## config.mk

```make
export PLATFORM = sky130hd
export DESIGN_NAME = operand_fetch
export DESIGN_NICKNAME = d
export VERILOG_FILES = /design/src/rtl/operand_fetch_pkg.sv /design/src/rtl/reg_scoreboard.sv /design/src/rtl/operand_fetch.sv
export SDC_FILE = /design/constraint.sdc
export NUM_CORES = 1
export LEC_CHECK = 0
export ABC_AREA = 1
export CAP_MARGIN = 20
export CELL_PAD_IN_SITES_DETAIL_PLACEMENT = 1
export CELL_PAD_IN_SITES_GLOBAL_PLACEMENT = 1
export CORE_ASPECT_RATIO = 0.5
export CORE_UTILIZATION = 32
export DETAILED_ROUTE_END_ITERATION = 8
export PLACE_DENSITY_LB_ADDON = 0.1
export SLEW_MARGIN = 25
export SYNTH_ARGS = -nofsm -noshare
export SYNTH_HDL_FRONTEND = slang
export SYNTH_SLANG_ARGS = --single-unit
```

## constraint.sdc

```tcl
create_clock -name clk -period 2.68 [get_ports clk]
set_input_delay 0.804 -clock clk [delete_from_list [all_inputs] [get_ports clk]]
set_output_delay 0.804 -clock clk [all_outputs]
set_load 0.02 [all_outputs]
```

## src/rtl/operand_fetch_pkg.sv

```systemverilog
// Core-wide sizing shared by operand fetch and the register file.
// Register index width, data width and register count live here so both sides agree.
package operand_fetch_pkg;

  localparam int unsigned CoreRegWidth = 5;
  localparam int unsigned CoreWidth    = 32;
  localparam int unsigned CoreRegCount = 1 << CoreRegWidth;

endpackage

```

## src/rtl/reg_scoreboard.sv

```systemverilog
// Per-register busy bits tracking outstanding writes, with two read-side query ports.
// Register 0 is hardwired not-busy; a set beats a clear on the same index; flush clears all.
module reg_scoreboard
  import operand_fetch_pkg::*;
#(
  parameter int unsigned RegWidth = CoreRegWidth
) (
  input  logic                clk_i,
  input  logic                rst_ni,
  input  logic                set_en_i,
  input  logic [RegWidth-1:0] set_idx_i,
  input  logic                clr_en_i,
  input  logic [RegWidth-1:0] clr_idx_i,
  input  logic                flush_i,
  input  logic [RegWidth-1:0] query_a_idx_i,
  input  logic [RegWidth-1:0] query_b_idx_i,
  output logic                query_a_busy_o,
  output logic                query_b_busy_o
);

  localparam int unsigned NumRegs = 1 << RegWidth;

  logic [NumRegs-1:0] busy_q, busy_d;

  always_comb begin
    busy_d = busy_q;
    if (clr_en_i) busy_d[clr_idx_i] = 1'b0;
    // Set is applied after clear so a same-cycle reissue keeps the register busy.
    if (set_en_i) busy_d[set_idx_i] = 1'b1;
    busy_d[0] = 1'b0;
    if (flush_i) busy_d = '0;
  end

  always_ff @(posedge clk_i or negedge rst_ni) begin
    if (!rst_ni) begin
      busy_q <= '0;
    end else begin
      busy_q <= busy_d;
    end
  end

  assign query_a_busy_o = busy_q[query_a_idx_i];
  assign query_b_busy_o = busy_q[query_b_idx_i];

endmodule

```

## src/rtl/operand_fetch.sv

```systemverilog
// Operand fetch stage: reads sources, stalls on scoreboard hazards, registers the operand bundle.
// Define OPERAND_FORWARD_EN to bypass same-cycle writeback data into the operands.
module operand_fetch
  import operand_fetch_pkg::*;
#(
  parameter int unsigned REG_WIDTH = CoreRegWidth,
  parameter int unsigned WIDTH     = CoreWidth
) (
  input  logic                 clk,
  input  logic                 rst,
  input  logic                 in_valid,
  output logic                 in_ready,
  input  logic [REG_WIDTH-1:0] in_rs1,
  input  logic [REG_WIDTH-1:0] in_rs2,
  input  logic [REG_WIDTH-1:0] in_rd,
  input  logic                 in_rd_wen,
  output logic [REG_WIDTH-1:0] rs1_offset,
  output logic [REG_WIDTH-1:0] rs2_offset,
  input  logic [WIDTH-1:0]     rs1_data,
  input  logic [WIDTH-1:0]     rs2_data,
  input  logic                 wb_valid,
  input  logic [REG_WIDTH-1:0] wb_rd,
  input  logic [WIDTH-1:0]     wb_data,
  input  logic                 flush,
  output logic                 out_valid,
  input  logic                 out_ready,
  output logic [WIDTH-1:0]     out_op1,
  output logic [WIDTH-1:0]     out_op2,
  output logic [REG_WIDTH-1:0] out_rd,
  output logic                 out_rd_wen
);

  logic                 busy_rs1, busy_rs2;
  logic                 fwd_rs1, fwd_rs2;
  logic                 hazard, accept;
  logic                 set_en, clr_en;
  logic [WIDTH-1:0]     op1_sel, op2_sel;

  logic                 out_valid_q, out_valid_d;
  logic [WIDTH-1:0]     op1_q, op1_d, op2_q, op2_d;
  logic [REG_WIDTH-1:0] rd_q, rd_d;
  logic                 rd_wen_q, rd_wen_d;

  assign rs1_offset = in_rs1;
  assign rs2_offset = in_rs2;

`ifdef OPERAND_FORWARD_EN
  assign fwd_rs1 = wb_valid && (wb_rd == in_rs1);
  assign fwd_rs2 = wb_valid && (wb_rd == in_rs2);
`else
  assign fwd_rs1 = 1'b0;
  assign fwd_rs2 = 1'b0;
`endif

  assign hazard = ((in_rs1 != '0) && busy_rs1 && !fwd_rs1) ||
                  ((in_rs2 != '0) && busy_rs2 && !fwd_rs2);

  assign in_ready = rst && (!out_valid_q || out_ready) && !hazard && !flush;
  assign accept   = in_valid && in_ready;
  assign set_en   = accept && in_rd_wen && (in_rd != '0);
  assign clr_en   = wb_valid && (wb_rd != '0);

  reg_scoreboard #(
    .RegWidth (REG_WIDTH)
  ) u_scoreboard (
    .clk_i          (clk),
    .rst_ni         (rst),
    .set_en_i       (set_en),
    .set_idx_i      (in_rd),
    .clr_en_i       (clr_en),
    .clr_idx_i      (wb_rd),
    .flush_i        (flush),
    .query_a_idx_i  (in_rs1),
    .query_b_idx_i  (in_rs2),
    .query_a_busy_o (busy_rs1),
    .query_b_busy_o (busy_rs2)
  );

  always_comb begin
    op1_sel = fwd_rs1 ? wb_data : rs1_data;
    op2_sel = fwd_rs2 ? wb_data : rs2_data;
    if (in_rs1 == '0) op1_sel = '0;
    if (in_rs2 == '0) op2_sel = '0;
  end

  always_comb begin
    out_valid_d = out_valid_q;
    op1_d       = op1_q;
    op2_d       = op2_q;
    rd_d        = rd_q;
    rd_wen_d    = rd_wen_q;
    if (flush) begin
      out_valid_d = 1'b0;
    end else if (accept) begin
      out_valid_d = 1'b1;
      op1_d       = op1_sel;
      op2_d       = op2_sel;
      rd_d        = in_rd;
      rd_wen_d    = in_rd_wen;
    end else if (out_ready) begin
      out_valid_d = 1'b0;
    end
  end

  always_ff @(posedge clk or negedge rst) begin
    if (!rst) begin
      out_valid_q <= 1'b0;
      op1_q       <= '0;
      op2_q       <= '0;
      rd_q        <= '0;
      rd_wen_q    <= 1'b0;
    end else begin
      out_valid_q <= out_valid_d;
      op1_q       <= op1_d;
      op2_q       <= op2_d;
      rd_q        <= rd_d;
      rd_wen_q    <= rd_wen_d;
    end
  end

  assign out_valid  = out_valid_q;
  assign out_op1    = op1_q;
  assign out_op2    = op2_q;
  assign out_rd     = rd_q;
  assign out_rd_wen = rd_wen_q;

endmodule

```

# Word level (Yosys, flattened, before mapping)
# Cells that the tools add are included.
# Widths: inputs -> output; s select.
[word_totals] register_bits=103 elab_cells=56 out_inout_bits=82 in_bits=123
[op_classes] n_lt_le_gt_ge=6 mux=16 bitwise_logic=4 reduce_logical=24
[ops] operator="$mux 32" count=5
[ops] operator="$and 32x32->32" count=1
[ops] operator="$not 32->32" count=1
[ops] operator="$or 32x32->32" count=1
[ops] operator="$lt 5x6->1 const B" count=4
[ops] operator="$reduce_bool 5->1" count=4
[ops] operator="$logic_and 1x1->1" count=11
[ops] operator="$bmux 1 s5" count=2
[ops] operator="$demux 1 s5" count=2
[ops] operator="$ge 5x1->1 const B" count=2
[ops] operator="$logic_not 5->1" count=2
[ops] operator="$mux 1" count=7
[ops] operator="$logic_not 1->1" count=3
[ops] operator="$reduce_bool 3->1" count=1
[ops] operator="$logic_or 1x1->1" count=2
[ops] operator="$reduce_and 2->1" count=1
[ops] operator="$not 1->1" count=1

# Logic depth before layout (Yosys ltp)
# Gate-level depths: netlist (run 1).
[depth] depth_word=12 mapped_depth=17

# By module
# From an unflattened synthesis (run 1), not the netlist that was laid out.
[hier_totals] hier_cells=793 area_unflattened_um2=5701.7
[modules_own_cells] mod="operand_fetch" cells_per_inst=475 instances=1 area_per_inst_um2=3559.7 seq_area_each_um2=1776.7
[modules_own_cells] mod="reg_scoreboard" cells_per_inst=318 instances=1 area_per_inst_um2=2142.1 seq_area_each_um2=775.7

# Least setup slack after synthesis (run 1)
# OpenSTA, ideal clock, no wires.
[synth_timing] path_type="input-to-output" start="input in_rs1[0]" end="output in_ready" path_slack_ns=0.097 required_time_ns=1.876 path_buffers=2 stages=11 t_arrival_ns=1.779 path_cell_list="buf_4 > buf_4 > nand2_1 > nand3_1 > nand3_1 > nand2_1 > nand2_1 > nand2_1 > nand2_2 > nand3_4 > nor2_8"
[synth_via] elab_chain_len=7 word_cells_on_any_way=8
[synth_lines] item="start, declared" line="operand_fetch.sv:13" rtl="input logic [REG_WIDTH-1:0] in_rs1,"
[synth_lines] item="$bmux 1 s5" line="reg_scoreboard.sv:42" rtl="assign query_a_busy_o = busy_q[query_a_idx_i];"
[synth_lines] item="$mux 1 (implied by the code)" line="reg_scoreboard.sv:42"
[synth_lines] item="$logic_and 1x1->1 *" line="operand_fetch.sv:55" rtl="assign hazard = ((in_rs1 != '0) && busy_rs1 && !fwd_rs1) ||"
[synth_lines] item="$logic_or 1x1->1 *" line="operand_fetch.sv:55"
[synth_lines] item="$logic_not 1->1 *" line="operand_fetch.sv:58" rtl="assign in_ready = rst && (!out_valid_q || out_ready) && !hazard && !flush;"
[synth_lines] item="$logic_and 1x1->1 * (2 in series)" line="operand_fetch.sv:58"
[synth_lines] item="end, declared" line="operand_fetch.sv:12" rtl="output logic in_ready,"
# Every way passes the cells marked *; elsewhere a longest branch is shown, timed or not. The select of a mux whose other input is x is not followed.

# Final worst setup path (run 1)
[layout_timing] start="input in_rs1[1]" end="output in_ready"
# Same word-level chain as after synthesis.

==> out/qor.txt, run 1 <==
Die X = 192 µm
RR Startpoint = u_scoreboard.busy_q[24]
initial core utilization = 33.0%
clk sinks = 102
Hold Path Class = reg -> reg
Tightest Pin Transition = 687 ps
reg2reg setup slack = 500 ps
Hold Fails Final Rpt = 0
TritonCTS clock tree = done
via count = 6047
Die ar. = 18700 µm²
Layout Nets = 1107
DRC Markers = 34
Mapped Avg Cell Area = 7.42 µm²
Setup crit end kind = output port
number of synthesized flops with an enable pin = 0
Max stage delay cell, worst path = buf_6
worst-path fanout max = 8
Largest stage delay, worst path = 140 ps
worst reg2reg path endpoint = u_scoreboard.busy_q[7]
largest net degree at the start of global routing = 69
top-area cell type share of the netlist area = 44.0%
Hold-fix buffers, CTS = 0
vias per inst = 4.95
Max clock buf depth = 2
RSZ-0062 raised after global routing = yes
count leader, synth = nand2_1
peak supply drop = 0.000298 V
iteration count of the initial detailed-routing pass = 6
initial antenna violation count = 0
post-synth cell types = 34
most instantiated cells after synthesis = nand2_1, dfrtp_1, inv_1, a21oi_1
Max Fclk = 362 MHz
crit path DAT = 1960 ps
Fillers = 2210
number of routed nets with antenna violations = 0
clock skew = 13.2 ps
DR WL/cell = 17.8 µm
top routing layer in use = met4
Final Instance Count excl. Fillers = 1222
#FFs+latches synth = 102
DPL Wire Length = 16100 µm
worst skew pair latency = 360 ps
DRT iter0 DRCs = 364
Placed Cells = 1200
ys flop type = dfrtp_1
Routability Congestion = 0.928
Gate Count Post-Synth = 781
num rows = 34
Reg2Reg Depth = 14
I/O Buffers = 172
Max Cap Viol = 0
final core occ = 48.4%
layout cells sized above 1 = 14.8%
CP Class = in -> out
Multi-input gate area = 2610 µm²
all-layer global routing usage = 24.1%
Synth Net Count = 904
Slew headroom = 54.2%
asr flop ratio synth = 100%
vias in the first global route = 6217
Warnings, synthesis = 0
first-pass GRT wire length = 34400 µm
# IOs = 205
final worst-path cycle share = 103%
metal3 WL = 1340 µm
Seq/Total Area, Yosys = 44.0%
failing checks = design-rule violations, negative setup slack
status = complete, but fails checks
# diodes = 0
Core Area = 17600 µm²
Worst EP required = 1880 ps
most used cell, CP = nand2_1
Storage cell area = 2550 µm²
Layout area overhead = 46.5%
critical path cell sequence = clkbuf_2 > buf_6 > inv_6 > nand3_1 > nand3_1 > nand2_1 > nand2_1 > nand2_1 > nand2_2 > nand3_4 > nor2_8 > buf_6
CTS root buffer = clkbuf_16
Hold EP = out_op2[29]
CTS Buf Count = 9
drt total wl = 21700 µm
fin crit period = 2760 ps
clk slew on worst S/H paths = 70 ps
hold path startpoint = out_op2[29]
PwrDens = 632 nW/µm²
Leak = 4.03 nW
top cell type by total area after synthesis = dfrtp_1
synth top area cells = dfrtp_1, nand2_1, inv_1
GR Overflow Total = 0
Slew Viols, Final = 0
die height = 97.2 µm
met2 wire len = 9970 µm
Met1 Wirelength = 9940 µm
Final Setup Violations = 1
Post-Place Setup Slack = -1060 ps
hold path cells = 2
CP Launch Type = input port
H-Tree Level Count = 3
synthesized area = 5800 µm²
final worst slack = -84.2 ps
report_power, final:
| group | total (mW) | switching [mW] | internal [mW] |
|---|---|---|---|
| logic | 2.04 | 1.07 | 0.977 |
| registers | 2.05 | 0.183 | 1.86 |
| clock network | 1.28 | 0.640 | 0.641 |
| total | 5.37 | 1.89 | 3.48 |
timing repair:
item	in CTS	in global routing
setup endpoints to repair	86	2
buffers inserted	2	2
gates cloned	2	1
gates resized for setup	35	22
pin swaps	1	12
worst max path at each step:
stage	startpoint	to	slack, ps
after floorplan	in_rs1[0]	in_ready	100
after global placement	in_rs2[0]	in_ready	-1020
after detailed placement	in_rs2[0]	in_ready	-1060
after CTS	in_rs2[0]	in_ready	-190
after global routing	in_rs1[1]	in_ready	-180
final	in_rs1[1]	in_ready	-80
metal layers:
| layer | global-route usage, % | vias up |
|---|---|---|
| met5 | 0 | - |
| met4 | 7.21 | 0 |
| met3 | 5.53 | 30 |
| met2 | 38.1 | 150 |
| met1 | 32.5 | 2937 |
| li1 | - | 2930 |
critical path: cells and delay by family:
kind / cells / cell delay [ps]
buffers and inverters: 4 / 440
AND/OR/NAND/NOR: 8 / 690
registers in the layout (all words and copies together) (netlist names):
signal and count:
out_op1 32, out_op2 32, u_scoreboard.busy_q 31, out_rd 5
out_rd_wen 1, out_valid 1
cell families after synthesis:
family,synth area share (%)
buffers and inverters,11.4
and+or+nand+nor,31.4
AOI/OAI and AO/OA,13.2
DFF,44.0
area by class of cell:
| cell class | instances | area share, % |
|---|---|---|
| multi-input combinational | 545 | 30.7 |
| inverter | 80 | 3.68 |
| timing repair buffer | 246 | 28.9 |
| clock inverter | 6 | 0.619 |
| sequential | 102 | 30.0 |
| clock buffer | 9 | 2.65 |
| tap | 234 | 3.45 |
per-stage QoR:
| step | total power [mW] | hold slack (ps) | area (µm²) | setup TNS (ps) |
|---|---|---|---|---|
| 4_1_cts | 5.43 | 488 | 8420 | -187 |
| 3_3_place_gp | 4.06 | 466 | 8080 | -38620 |
| 3_5_place_dp | 4.11 | 468 | 8080 | -45150 |
| 5_1_grt | 5.66 | 515 | 8500 | -175 |
| 2_1_floorplan | 3.02 | 508 | 5800 | 0 |
| 6_report | 5.37 | 485 | 8500 | -84.2 |
placed cells by master (no fill, tap or decap), types with 4 or more instances in the layout:
cell type | synthesis | final
nor4_1 | 7 | 7
nor3_1 | 21 | 21
nand2_1 | 256 | 254
o21ai_1 | 49 | 50
o21ai_0 | 8 | 7
clkdlybuf4s50_1 | 0 | 155
buf_12 | 0 | 10
a21oi_1 | 52 | 52
nand3_1 | 49 | 48
nor2_1 | 32 | 31
clkbuf_16 | 0 | 10
dfrtp_1 | 102 | 102
inv_1 | 74 | 73
dlygate4sd2_1 | 0 | 8
o21ai_2 | 21 | 21
buf_4 | 14 | 59
inv_6 | 0 | 4
buf_6 | 13 | 6
nand4_1 | 24 | 24
nand2_2 | 12 | 13
Power figures use the tool's default switching activity.
==> inputs of run 2 (changes only) <==
--- a/config.mk
+++ b/config.mk
@@ -12,6 +12,7 @@
 export CORE_ASPECT_RATIO = 0.5
 export CORE_UTILIZATION = 32
 export DETAILED_ROUTE_END_ITERATION = 8
+export HOLD_SLACK_MARGIN = 0.08
 export PLACE_DENSITY_LB_ADDON = 0.1
 export SLEW_MARGIN = 25
 export SYNTH_ARGS = -nofsm -noshare
==> results of run 2 <==
No change in the layout: final DEF, timing and power equal those of run 1.
